$ cat src/rtl/ps2_pkg.sv
// Shared types and command codes for the PS/2 host transmit path.
package ps2_pkg;

    typedef enum logic [2:0] {
        IDLE     = 3'd0,
        INHIBIT  = 3'd1,
        REQ      = 3'd2,
        SHIFT    = 3'd3,
        ACK_WAIT = 3'd4
    } ps2_state_t;

    localparam logic [7:0] CMD_SET_LEDS = 8'hED;
    localparam logic [7:0] CMD_RESET    = 8'hFF;
    localparam logic [7:0] CMD_ENABLE   = 8'hF4;
    localparam logic [7:0] CMD_ACK      = 8'hFA;

endpackage

$ cat src/rtl/ps2_edge_detect.sv
// Pad synchronizer plus glitch filter for PS2_CLK; emits a one-cycle pulse
// on each accepted high-to-low transition of the filtered level.
module ps2_edge_detect
    import ps2_pkg::*;
#(
    parameter int FILTER_CYCLES = 8
) (
    input  logic clock,
    input  logic reset,
    input  logic raw,
    output logic level,
    output logic fall
);

    localparam int CW = $clog2(FILTER_CYCLES + 1);

    logic          sync_1;
    logic          sync_2;
    logic [CW-1:0] stable_cnt;

    // The bus idles high, so the filtered level starts high out of reset.
    always_ff @(posedge clock) begin
        if (!reset) begin
            sync_1     <= 1'b1;
            sync_2     <= 1'b1;
            level      <= 1'b1;
            fall       <= 1'b0;
            stable_cnt <= '0;
        end else begin
            sync_1 <= raw;
            sync_2 <= sync_1;
            fall   <= 1'b0;
            if (sync_2 == level) begin
                stable_cnt <= '0;
            end else if (stable_cnt == CW'(FILTER_CYCLES - 1)) begin
                level      <= sync_2;
                fall       <= ~sync_2;
                stable_cnt <= '0;
            end else begin
                stable_cnt <= stable_cnt + CW'(1);
            end
        end
    end

endmodule

$ cat src/rtl/ps2_host_tx.sv
// PS/2 host-to-device command transmitter (inhibit, request, 11-edge shift, ack).
// Optional PS2_TX_RETRY_EN: retries a failed frame up to MAX_RETRIES times.
//
// state    | meaning
// IDLE     | lines released, waiting for tx_valid
// INHIBIT  | clock held low before request-to-send
// REQ      | clock and data low (start bit) before clock release
// SHIFT    | device clocks out data, parity, stop; ack sampled on edge 11
// ACK_WAIT | waiting for device to release clock and data
module ps2_host_tx
    import ps2_pkg::*;
#(
    parameter int INHIBIT_CYCLES = 5000,
    parameter int REQ_CYCLES     = 10,
    parameter int TIMEOUT_CYCLES = 750000,
    parameter int FILTER_CYCLES  = 8
`ifdef PS2_TX_RETRY_EN
  , parameter int MAX_RETRIES    = 2
`endif
) (
    input  logic       clock,
    input  logic       reset,
    input  logic [7:0] tx_data,
    input  logic       tx_valid,
    output logic       tx_ready,
    input  logic       ps2_clk_in,
    input  logic       ps2_dat_in,
    output logic       ps2_clk_oe,
    output logic       ps2_dat_oe,
    output logic       rx_inhibit,
    output logic       tx_done,
    output logic       tx_error,
    output logic       err_nack
);

    localparam int WW = $clog2((INHIBIT_CYCLES > REQ_CYCLES ? INHIBIT_CYCLES : REQ_CYCLES) + 1);
    localparam int TW = $clog2(TIMEOUT_CYCLES + 1);

    ps2_state_t    state;
    logic [7:0]    tx_byte;
    logic          par;
    logic [WW-1:0] wait_cnt;
    logic [TW-1:0] tmo_cnt;
    logic [3:0]    edge_cnt;
    logic          clk_level;
    logic          clk_fall;
    logic          dat_s1;
    logic          dat_s2;
    logic          timeout_now;
    logic          nack_now;
`ifdef PS2_TX_RETRY_EN
    localparam int RW = $clog2(MAX_RETRIES + 2);
    logic [RW-1:0] retry_cnt;
`endif

    ps2_edge_detect #(.FILTER_CYCLES(FILTER_CYCLES)) u_clk_edge (
        .clock (clock),
        .reset (reset),
        .raw   (ps2_clk_in),
        .level (clk_level),
        .fall  (clk_fall)
    );

    always_ff @(posedge clock) begin
        if (!reset) begin
            dat_s1 <= 1'b1;
            dat_s2 <= 1'b1;
        end else begin
            dat_s1 <= ps2_dat_in;
            dat_s2 <= dat_s1;
        end
    end

    // Timeout outranks a NACK sampled on the same cycle.
    always_comb begin
        timeout_now = 1'b0;
        nack_now    = 1'b0;
        if ((state == SHIFT || state == ACK_WAIT) && tmo_cnt == '0)
            timeout_now = 1'b1;
        else if (state == SHIFT && clk_fall && edge_cnt == 4'd10 && dat_s2)
            nack_now = 1'b1;
    end

    always_ff @(posedge clock) begin
        if (!reset) begin
            state      <= IDLE;
            tx_byte    <= '0;
            par        <= 1'b0;
            wait_cnt   <= '0;
            tmo_cnt    <= '0;
            edge_cnt   <= '0;
            tx_ready   <= 1'b1;
            ps2_clk_oe <= 1'b0;
            ps2_dat_oe <= 1'b0;
            rx_inhibit <= 1'b0;
            tx_done    <= 1'b0;
            tx_error   <= 1'b0;
            err_nack   <= 1'b0;
`ifdef PS2_TX_RETRY_EN
            retry_cnt  <= '0;
`endif
        end else begin
            tx_done  <= 1'b0;
            tx_error <= 1'b0;
            if (timeout_now || nack_now) begin
                ps2_clk_oe <= 1'b0;
                ps2_dat_oe <= 1'b0;
                err_nack   <= nack_now;
`ifdef PS2_TX_RETRY_EN
                // One released cycle, then a full inhibit period on re-entry.
                if (retry_cnt < RW'(MAX_RETRIES)) begin
                    retry_cnt <= retry_cnt + RW'(1);
                    wait_cnt  <= WW'(INHIBIT_CYCLES);
                    state     <= INHIBIT;
                end else
`endif
                begin
                    tx_error   <= 1'b1;
                    tx_ready   <= 1'b1;
                    rx_inhibit <= 1'b0;
                    state      <= IDLE;
                end
            end else begin
                case (state)
                    IDLE: begin
                        if (tx_valid) begin
                            tx_byte    <= tx_data;
                            par        <= ~^tx_data;
                            err_nack   <= 1'b0;
                            tx_ready   <= 1'b0;
                            rx_inhibit <= 1'b1;
                            ps2_clk_oe <= 1'b1;
                            wait_cnt   <= WW'(INHIBIT_CYCLES - 1);
                            state      <= INHIBIT;
`ifdef PS2_TX_RETRY_EN
                            retry_cnt  <= '0;
`endif
                        end
                    end
                    INHIBIT: begin
                        ps2_clk_oe <= 1'b1;
                        if (wait_cnt == '0) begin
                            ps2_dat_oe <= 1'b1;
                            wait_cnt   <= WW'(REQ_CYCLES - 1);
                            state      <= REQ;
                        end else begin
                            wait_cnt <= wait_cnt - WW'(1);
                        end
                    end
                    REQ: begin
                        if (wait_cnt == '0) begin
                            ps2_clk_oe <= 1'b0;
                            tmo_cnt    <= TW'(TIMEOUT_CYCLES - 1);
                            edge_cnt   <= '0;
                            state      <= SHIFT;
                        end else begin
                            wait_cnt <= wait_cnt - WW'(1);
                        end
                    end
                    SHIFT: begin
                        tmo_cnt <= tmo_cnt - TW'(1);
                        if (clk_fall) begin
                            edge_cnt <= edge_cnt + 4'd1;
                            if (edge_cnt < 4'd8)
                                ps2_dat_oe <= ~tx_byte[edge_cnt[2:0]];
                            else if (edge_cnt == 4'd8)
                                ps2_dat_oe <= ~par;
                            else if (edge_cnt == 4'd9)
                                ps2_dat_oe <= 1'b0;
                            else
                                state <= ACK_WAIT;
                        end
                    end
                    ACK_WAIT: begin
                        tmo_cnt <= tmo_cnt - TW'(1);
                        if (clk_level && dat_s2) begin
                            tx_done    <= 1'b1;
                            tx_ready   <= 1'b1;
                            rx_inhibit <= 1'b0;
                            state      <= IDLE;
                        end
                    end
                    default: state <= IDLE;
                endcase
            end
        end
    end

endmodule
$ cat config.mk
export PLATFORM = sky130hd
export DESIGN_NAME = ps2_host_tx
export DESIGN_NICKNAME = d
export VERILOG_FILES = /design/src/rtl/ps2_pkg.sv /design/src/rtl/ps2_edge_detect.sv /design/src/rtl/ps2_host_tx.sv
export SDC_FILE = /design/constraint.sdc
export NUM_CORES = 1
export LEC_CHECK = 0
export CORE_ASPECT_RATIO = 0.6
export CORE_UTILIZATION = 60
export CTS_CLUSTER_DIAMETER = 200
export DETAILED_ROUTE_END_ITERATION = 16
export GPL_TIMING_DRIVEN = 1
export PLACE_DENSITY_LB_ADDON = 0.15
export SLEW_MARGIN = 5
export SYNTH_ARGS = -nofsm -noshare
export SYNTH_HDL_FRONTEND = slang
export SYNTH_SLANG_ARGS = --single-unit
$ cat constraint.sdc
create_clock -name clock -period 2.5 [get_ports clock]
set_input_delay 0.5 -clock clock [delete_from_list [all_inputs] [get_ports clock]]
set_output_delay 0.5 -clock clock [all_outputs]
set_load 0.1 [all_outputs]
==> results.tsv, run 1 <==
stage	metric	value	unit
sta	final_sum_of_negative_setup_slack	0	ps
worst_setup_path	worst_path_max_delay_cell	sky130_fd_sc_hd__or4_4	
worst_setup_path	endpoint_kind	flop	
route	viasPerCell	6.23	
grt	grt_start_max_net_pins	24	
cts	ctsHtreeMaxLevel	3	
worst_setup_path	critPathMaxFanout	11	
cts	library_cell_used_as_clock_root_buffer	sky130_fd_sc_hd__clkbuf_8	
worst_setup_path	cp-start-kind	flop	
layout	post_route_cells_drive_above_1_share	13.8	%
cts	clock_sinks	66	
floorplan	rows	21	
floorplan	core_region_area	5650	sq um
sta	hold_violations	0	
route	vias	3396	
sta	worst_clock_skew	8.39	ps
grt	antenna_found_initial	0	
floorplan	initial_core_util	63.2	%
layout	num_antenna_cells	0	
placed_design	count_of_buffers_from_port_buffering	19	
route	drt_iter0_drc	220	
cts	clockBufferDepth	2	
yosys	syn-cell-area	3570	sq um
layout	layout.cell_area.non_filler	4160	sq um
yosys	synth_seq_area_share	37.0	%
yosys	synth-seq-cells	66	
worst_setup_path	crit_family	simple AND/OR/NAND/NOR gates	
yosys	synth-main-ff-cell	sky130_fd_sc_hd__dfxtp_1	
yosys	yosysUniqueCellTypes	61	
worst_setup_path	critical_path_class	flop to flop	
placed_design	place.detailed.hpwl	6290	um
sta	unrepaired_setup_endpoints_after_global_routing	false	
sta	layout_min_cycle_time	2400	ps
layout	fillCellCount	425	
layout	multiInputGateArea	2080	sq um
job	max-cap-violations	0	
floorplan	dieWidth	102	um
grt	grt-ovfl-total	0	
yosys	netlist_top_cells_area	sky130_fd_sc_hd__dfxtp_1 (37%), sky130_fd_sc_hd__a21oi_1 (6.2%), sky130_fd_sc_hd__nand2_1 (5.8%)	
yosys	ys_warn_count	0	
cts	tritoncts	built	
sta	worst_slew_pin_slew	829	ps
worst_setup_path	slowest_delay	560	ps
cts	clock_insertion_delay_worst_skew	360	ps
floorplan	die-area	6270	sq um
layout	register_area	1320	sq um
route	wl_per_cell	16.2	um
grt	wire_length_of_the_first_global_routing_pass	14200	um
route	route.detailed.drc	0	
worst_setup_path	cp.required	2750	ps
layout	fin_nets	482	
yosys	netlist.top_cell.by_area	sky130_fd_sc_hd__dfxtp_1	
floorplan	chipHeight	61.7	um
route	antenna_left	0	
worst_hold_path	hold_path_class	flop to flop	
yosys	synth_cells	432	
placed_design	place_area	3900	sq um
worst_setup_path	cp.arrival	2650	ps
run_status	status	complete, no violations	
worst_setup_path	cp_cell_sequence	or4_4, or3_1, o31a_2, and4_1, o31a_1	
worst_setup_path	crit_path_buffers_inverters	0	
cts	cts_made_buffers	9	
grt	grt_pass1_vias	2989	
floorplan	design.portCount	20	
route	detail_route.first_pass.iterations	5	
sta	min_period_over_period	95.8	%
sta	setup_viol	0	
sta	slew_headroom	44.2	%
yosys	syn_area_per_cell	8.26	sq um
power_and_ir_drop	power_density	715	nW/um^2
yosys	synth_async_sr_flop_share	0	%
layout	area_delta_synth_final	16.4	%
power_and_ir_drop	cellLeakagePower	0.00161	uW
route	finalWirelength	8800	um
grt	gr-usage-all-layers	30.2	%
placed_design	place_congestion	0.887	
cts	worst_setup_hold_path_clk_slew	80	ps
yosys	number_of_flops_mapped_to_enable_cells_by_yosys	0	
yosys	syn_nets	454	
sta	max_freq	417	MHz
yosys	synth_top_area_share	37.0	%
power_and_ir_drop	peakVddDrop	491	uV
sta	final-max-slew-violation-count	0	
[path summary, 6_finish.rpt]
check | start | endpoint | slack [ps] | cells past startpoint
setup / recovery | tmo_cnt[12]$_SDFFE_PN0P_ | tmo_cnt[2]$_SDFFE_PN0P_ | 100 | 5
hold / removal | u_clk_edge.sync_1$_SDFF_PN1_ | u_clk_edge.sync_2$_SDFF_PN1_ | 430 | 1
setup reg to reg | tmo_cnt[12]$_SDFFE_PN0P_ | tmo_cnt[2]$_SDFFE_PN0P_ | 100 | 5
hold reg to reg | u_clk_edge.sync_1$_SDFF_PN1_ | u_clk_edge.sync_2$_SDFF_PN1_ | 430 | 1
[registers in the layout, indices dropped and copies added, names as in the netlist, 3 cells and up]
name                   flops
tmo_cnt                   20
tx_byte                    8
state                      3
edge_cnt                   4
u_clk_edge.stable_cnt      4
wait_cnt                  13
[layout by cell type, fill, tap and decap left out, types with 3 or more instances in the layout]
cell type and n:
sky130_fd_sc_hd__clkbuf_8 10, sky130_fd_sc_hd__o32ai_1 3, sky130_fd_sc_hd__a31oi_1 7, sky130_fd_sc_hd__or3_1 11
sky130_fd_sc_hd__o31ai_1 7, sky130_fd_sc_hd__xor2_1 4, sky130_fd_sc_hd__or4_1 13, sky130_fd_sc_hd__and4_1 3
sky130_fd_sc_hd__or2_2 4, sky130_fd_sc_hd__dfxtp_1 66, sky130_fd_sc_hd__o31a_1 10, sky130_fd_sc_hd__ha_1 9
sky130_fd_sc_hd__o21ai_0 10, sky130_fd_sc_hd__nor4_1 7, sky130_fd_sc_hd__o21a_1 3, sky130_fd_sc_hd__a311oi_1 4
sky130_fd_sc_hd__buf_4 30, sky130_fd_sc_hd__nor3_1 13, sky130_fd_sc_hd__nand4_1 3, sky130_fd_sc_hd__and3_1 4
sky130_fd_sc_hd__xnor2_1 7, sky130_fd_sc_hd__nor3b_1 3, sky130_fd_sc_hd__or4_4 4, sky130_fd_sc_hd__o22ai_1 7
sky130_fd_sc_hd__a211oi_1 6, sky130_fd_sc_hd__mux2i_1 4, sky130_fd_sc_hd__clkdlybuf4s50_1 12, sky130_fd_sc_hd__nor2_1 25
sky130_fd_sc_hd__nand3_1 14, sky130_fd_sc_hd__nand2b_1 8, sky130_fd_sc_hd__nand2_1 55, sky130_fd_sc_hd__a21oi_1 44
sky130_fd_sc_hd__inv_1 14, sky130_fd_sc_hd__bufinv_16 3
[layer usage]
| layer | track usage, % | vias up | wire [um] |
|---|---|---|---|
| li1 | - | 1662 | - |
| met1 | 41.8 | 1577 | 4160 |
| met2 | 44.9 | 142 | 3850 |
| met3 | 8.84 | 15 | 649 |
| met4 | 12.2 | 0 | 144 |
| met5 | 0 | - | 0 |
[synthesized netlist by cell type (8+ instances only)]
library cell	instances
sky130_fd_sc_hd__dfxtp_1	66
sky130_fd_sc_hd__nand2_1	55
sky130_fd_sc_hd__a21oi_1	44
sky130_fd_sc_hd__nor2_1	25
sky130_fd_sc_hd__clkbuf_1	19
sky130_fd_sc_hd__inv_1	14
sky130_fd_sc_hd__nand3_1	14
sky130_fd_sc_hd__nor3_1	13
sky130_fd_sc_hd__or4_1	13
sky130_fd_sc_hd__o31a_1	11
sky130_fd_sc_hd__or3_1	11
sky130_fd_sc_hd__o21ai_0	10
sky130_fd_sc_hd__ha_1	9
sky130_fd_sc_hd__nand2b_1	8
[kinds of logic after synthesis]
family | after synthesis | share of synthesized area (%)
adders and majority gates | 9 | 3.15
buffers and inverters | 40 | 4.70
AOI/OAI and AO/OA | 117 | 21.8
and+or+nand+nor | 182 | 27.9
muxes | 7 | 2.77
DFF | 66 | 37.0
xor gates and xnor gates | 11 | 2.70
[cell type report]
type	count	share of cell area [%]
clock inverters	6	2.71
flip-flops and latches	66	31.8
repair buffers	42	8.31
clock buffers	10	3.31
well taps	80	2.41
multi-input cells	326	50.1
inverters	15	1.36
[repair_timing]
| item | CTS | global route |
|---|---|---|
| hold buffers | 0 | 0 |
| resized for setup | 0 | 1 |
| setup endpoints to repair | 0 | 1 |
| setup buffers | 0 | 0 |
[power by group]
part / switching, uW / internal [uW]
clock: 437 / 693
combinational: 402 / 264
sequential: 61.9 / 1110
[through the flow]
step	instances	setup slack [ps]	util (%)	hold WS (ps)	total power [uW]
2_1_floorplan	432	256	-	386	1660
3_3_place_gp	529	171	69.1	389	1830
3_5_place_dp	529	109	69.1	413	1850
4_1_cts	545	94.3	73.5	433	2970
5_1_grt	545	33.2	73.6	457	3110
6_report	545	104	73.6	427	2970
(Power assumes the default switching activity.)
==> inputs of run 2 (changes only) <==
--- a/config.mk
+++ b/config.mk
@@ -6,7 +6,7 @@
 export NUM_CORES = 1
 export LEC_CHECK = 0
 export CORE_ASPECT_RATIO = 0.6
-export CORE_UTILIZATION = 60
+export CORE_UTILIZATION = 55
 export CTS_CLUSTER_DIAMETER = 200
 export DETAILED_ROUTE_END_ITERATION = 16
 export GPL_TIMING_DRIVEN = 1
@@ -14,4 +14,5 @@
 export SLEW_MARGIN = 5
 export SYNTH_ARGS = -nofsm -noshare
 export SYNTH_HDL_FRONTEND = slang
+export SYNTH_HIERARCHICAL = 1
 export SYNTH_SLANG_ARGS = --single-unit
==> run 2 against run 1 <==
Compared with the run above:
- hold slack got worse by 18 ps
- non-clock buffer count grew 1
- cell count unchanged
- maximum frequency grew 2.9%
- sequential power about the same
==> results.tsv, run 2 <==
stage	metric	value	unit	change
sta	max_freq	429	MHz	was 417 MHz
yosys	synth-compound-area-share	21.7	%	was 21.8%
yosys	combinational_family_with_the_most_area_after_synthesis	simple AND/OR/NAND/NOR gates		unchanged
route	detail_route.first_pass.iterations	4		was 5
yosys	yosysMostFrequentCell	sky130_fd_sc_hd__dfxtp_1		unchanged
worst_setup_path	ff2ff_setup_slack	170	ps	was 100 ps
worst_setup_path	endpoint_kind	flop		unchanged
layout	multiInputGateArea	2180	sq um	was 2080 sq um
sta	worst_clock_skew	6.14	ps	was 8.39 ps
power_and_ir_drop	post-layout-total-power	2710	uW	was 2970 uW
yosys	yosysUniqueCellTypes	66		was 61
sta	worst_slew_pin_slew	910	ps	was 829 ps
worst_setup_path	slowest_delay	490	ps	was 560 ps
grt	antenna_found_initial	0		unchanged
placed_design	count_of_buffers_from_port_buffering	19		unchanged
floorplan	dieWidth	107	um	was 102 um
yosys	number_of_flops_mapped_to_enable_cells_by_yosys	0		unchanged
grt	globalRouteMet2Util	40.8	%	was 44.9%
yosys	synth-main-ff-cell	sky130_fd_sc_hd__dfxtp_1		unchanged
yosys	synth_xor_xnor_area_share	2.65	%	was 2.70%
cts	tritoncts	built		unchanged
floorplan	chipHeight	65.0	um	was 61.7 um
worst_setup_path	cp_cell_sequence	inv_1, ha_1, nor4b_1, nand4b_1, o31a_1, and4_1, o31a_1		was or4_4, or3_1, o31a_2, and4_1, o31a_1
layout	area_delta_synth_final	15.0	%	was 16.4%
floorplan	design.portCount	20		unchanged
layout	top_register	tmo_cnt		unchanged
layout	post_layout_nonfiller_instances	545		unchanged
worst_setup_path	cp.arrival	2570	ps	was 2650 ps
power_and_ir_drop	power_density	649	nW/um^2	was 715 nW/um^2
power_and_ir_drop	cellLeakagePower	0.00163	uW	was 0.00161 uW
layout	num_antenna_cells	0		unchanged
sta	worst_setup_margin	171	ps	was 104 ps
yosys	synth-seq-cells	66		unchanged
sta	slew_headroom	39.1	%	was 44.2%
sta	final_sum_of_negative_setup_slack	0	ps	unchanged
job	max-cap-violations	0		unchanged
cts	library_cell_used_as_clock_root_buffer	sky130_fd_sc_hd__clkbuf_8		unchanged
yosys	synth.mux.area_fraction	3.47	%	was 2.77%
grt	grt-ovfl-total	0		unchanged
worst_hold_path	worstHoldPathCells	1		unchanged
worst_setup_path	cp_common_cell	sky130_fd_sc_hd__o31a_1		
worst_setup_path	worst_path_max_delay_cell	sky130_fd_sc_hd__o31a_1		was sky130_fd_sc_hd__or4_4
layout	layout_common_cells	sky130_fd_sc_hd__dfxtp_1 (66), sky130_fd_sc_hd__nand2_1 (44), sky130_fd_sc_hd__a21oi_1 (32), sky130_fd_sc_hd__buf_4 (31), sky130_fd_sc_hd__nor2_1 (29)		was sky130_fd_sc_hd__dfxtp_1 (66), sky130_fd_sc_hd__nand2_1 (55), sky130_fd_sc_hd__a21oi_1 (44), sky130_fd_sc_hd__buf_4 (30), sky130_fd_sc_hd__nor2_1 (25)
route	wl_per_cell	16.5	um	was 16.2 um
yosys	synth_async_sr_flop_share	0	%	unchanged
placed_design	place_congestion	0.842		was 0.887
grt	grtUsageMet3	7.85	%	was 8.84%
grt	grt_start_max_net_pins	27		was 24
worst_setup_path	critPathMaxFanout	13		was 11
worst_setup_path	cp.required	2740	ps	was 2750 ps
sta	hold_violations	0		unchanged
worst_setup_path	crit_family	simple AND/OR/NAND/NOR gates		unchanged
placed_design	place.detailed.hpwl	6530	um	was 6290 um
worst_setup_path	cp-start-kind	flop		unchanged
yosys	syn_nets	445		was 454
grt	use_met1	40.0	%	was 41.8%
power_and_ir_drop	peakVddDrop	514	uV	was 491 uV
yosys	synth_cells	423		was 432
grt	grt_pass1_vias	3054		was 2989
yosys	netlist.top_cell.by_area	sky130_fd_sc_hd__dfxtp_1		unchanged
worst_setup_path	crit_path_buffers_inverters	1		was 0
layout	post_route_cells_drive_above_1_share	15.6	%	was 13.8%
layout	largest_reg_flops	20		unchanged
placed_design	post_place_setup_slack	224	ps	was 109 ps
route	finalWirelength	9020	um	was 8800 um
sta	setup_viol	0		unchanged
floorplan	initial_core_util	58.2	%	was 63.2%
sta	layout_min_cycle_time	2330	ps	was 2400 ps
worst_setup_path	r2r_cells	7		was 5
yosys	yosys.area_share.adder	3.10	%	was 3.15%
grt	gr-usage-all-layers	28.1	%	was 30.2%
layout	layout_top_registers	tmo_cnt (20), wait_cnt (13), tx_byte (8)		unchanged
worst_hold_path	holdCritStartpoint	dat_s1$_SDFF_PN1_		was u_clk_edge.sync_1$_SDFF_PN1_
route	antenna_left	0		unchanged
placed_design	numPlacedInstances	529		unchanged
yosys	synth.top_cells.by_count	sky130_fd_sc_hd__dfxtp_1 (66), sky130_fd_sc_hd__nand2_1 (44), sky130_fd_sc_hd__a21oi_1 (32)		was sky130_fd_sc_hd__dfxtp_1 (66), sky130_fd_sc_hd__nand2_1 (55), sky130_fd_sc_hd__a21oi_1 (44)
cts	cts_made_buffers	9		unchanged
sta	final-max-slew-violation-count	0		unchanged
worst_setup_path	crit-reg2reg-launch	tmo_cnt[0]$_SDFFE_PN0P_		was tmo_cnt[12]$_SDFFE_PN0P_
grt	busiest_layer	met2		unchanged
yosys	netlist_top_cells_area	sky130_fd_sc_hd__dfxtp_1 (36%), sky130_fd_sc_hd__nand2_1 (4.5%), sky130_fd_sc_hd__a21oi_1 (4.4%)		was sky130_fd_sc_hd__dfxtp_1 (37%), sky130_fd_sc_hd__a21oi_1 (6.2%), sky130_fd_sc_hd__nand2_1 (5.8%)
route	vias	3321		was 3396
worst_setup_path	crit_reg_reg_endpoint	tmo_cnt[5]$_SDFFE_PN0P_		was tmo_cnt[2]$_SDFFE_PN0P_
cts	clockBufferDepth	2		unchanged
route	viasPerCell	6.09		was 6.23
cts	worst_setup_hold_path_clk_slew	70	ps	was 80 ps
worst_hold_path	hold_path_class	flop to flop		unchanged
route	route.detailed.drc	0		unchanged
layout	most_common_cell_after_layout_fill_and_taps_aside	sky130_fd_sc_hd__dfxtp_1		unchanged
layout	register_area	1320	sq um	unchanged
grt	wire_length_of_the_first_global_routing_pass	15000	um	was 14200 um
yosys	syn_area_per_cell	8.60	sq um	was 8.26 sq um
yosys	synth_top_area_share	36.3	%	was 37.0%
run_status	status	complete, no violations		unchanged
worst_setup_path	critical_path_class	flop to flop		unchanged
yosys	syn-cell-area	3640	sq um	was 3570 sq um
worst_hold_path	whs_endpoint	dat_s2$_SDFF_PN1_		was u_clk_edge.sync_2$_SDFF_PN1_
yosys	synth_seq_area_share	36.3	%	was 37.0%
sta	min_period_over_period	93.2	%	was 95.8%
sta	unrepaired_setup_endpoints_after_global_routing	false		unchanged
layout	fillCellCount	512		was 425
route	drt_iter0_drc	311		was 220
yosys	ys_warn_count	6		was 0
layout	fin_nets	478		was 482
cts	ctsHtreeMaxLevel	3		unchanged
floorplan	rows	22		was 21
yosys	synthesized_area_fraction_occupied_by_and_or_nand_nor_cells	28.8	%	was 27.9%
cts	clock_insertion_delay_worst_skew	350	ps	was 360 ps
cts	clock_sinks	66		unchanged
floorplan	die-area	6950	sq um	was 6270 sq um
sta	hold_ws	409	ps	was 427 ps
floorplan	core_region_area	6250	sq um	was 5650 sq um
run 2: changes by cell type in the layout (fill, tap and decap cells not counted), moves of 4 or more:
| cell | before | now |
|---|---|---|
| sky130_fd_sc_hd__a21oi_1 | 44 | 32 |
| sky130_fd_sc_hd__nand2_1 | 55 | 44 |
| sky130_fd_sc_hd__a211oi_1 | 6 | 12 |
| sky130_fd_sc_hd__nor3_1 | 13 | 18 |
| sky130_fd_sc_hd__o21ai_1 | 0 | 5 |
| sky130_fd_sc_hd__a2111oi_0 | 0 | 4 |
| sky130_fd_sc_hd__nor2_1 | 25 | 29 |
| sky130_fd_sc_hd__o22ai_1 | 7 | 3 |
run 2: worst max path at each step:
| stage | startpoint | end | slack, ps | cells after the start |
|---|---|---|---|---|
| after floorplan | wait_cnt[4]$_SDFFE_PN0P_ | tmo_cnt[5]$_SDFFE_PN0P_ | 440 | 5 |
| after global placement | wait_cnt[4]$_SDFFE_PN0P_ | tmo_cnt[11]$_SDFFE_PN0P_ | 290 | 5 |
| after detailed placement | tmo_cnt[0]$_SDFFE_PN0P_ | tmo_cnt[5]$_SDFFE_PN0P_ | 220 | 7 |
| after CTS | tmo_cnt[0]$_SDFFE_PN0P_ | tmo_cnt[16]$_SDFFE_PN0P_ | 230 | 8 |
| after global routing | tmo_cnt[0]$_SDFFE_PN0P_ | tmo_cnt[5]$_SDFFE_PN0P_ | 3 | 7 |
| final | tmo_cnt[0]$_SDFFE_PN0P_ | tmo_cnt[5]$_SDFFE_PN0P_ | 170 | 7 |
run 2: through the flow:
step	util (%)	area (sq um)
after global placement	63.9	3990
after CTS	66.8	4180
final	67.0	4180
after floorplan	-	3640
after global routing	67.0	4180
after detailed placement	63.9	3990
run 2: cell families after synthesis:
kind of cell,count (synthesis)
AND/OR/NAND/NOR,183
AO/OA/AOI/OAI,112
flip-flops,66
buffers and inverters,32
XOR/XNOR,11
multiplexers,10
adder cells (fa/ha/maj),9
run 2: cell type report:
cell class              instances  area share (%)
clock buffers                  14            4.13
well taps                      84            2.51
repair buffers                 43            8.43
clock inverters                 2           0.239
inverters                      11           0.987
multi-input cells             325            52.1
flip-flops and latches         66            31.6
run 2: per-layer routing:
metal | routed length (um) | part of all wire [%]
met1 | 4560 | 51
met5 | 0 | 0
met4 | 68 | 0.75
met3 | 627 | 7.0
met2 | 3760 | 42
run 2: worst reg2reg max path, stage by stage (launching register included):
cell	delay (ps)
sky130_fd_sc_hd__dfxtp_1	330
sky130_fd_sc_hd__inv_1	130
sky130_fd_sc_hd__ha_1	150
sky130_fd_sc_hd__nor4b_1	320
sky130_fd_sc_hd__nand4b_1	260
sky130_fd_sc_hd__o31a_1	490
sky130_fd_sc_hd__and4_1	260
sky130_fd_sc_hd__o31a_1	270
run 2: where the power goes:
part / switching (uW) / internal (uW)
Combinational: 426 / 269
Sequential: 65.7 / 1110
Clock: 404 / 439
run 2: timing repair:
action	4_1_cts	5_1_grt
setup endpoints to repair	0	2
resized for setup	0	1
setup buffers	0	0
hold buffers	0	0
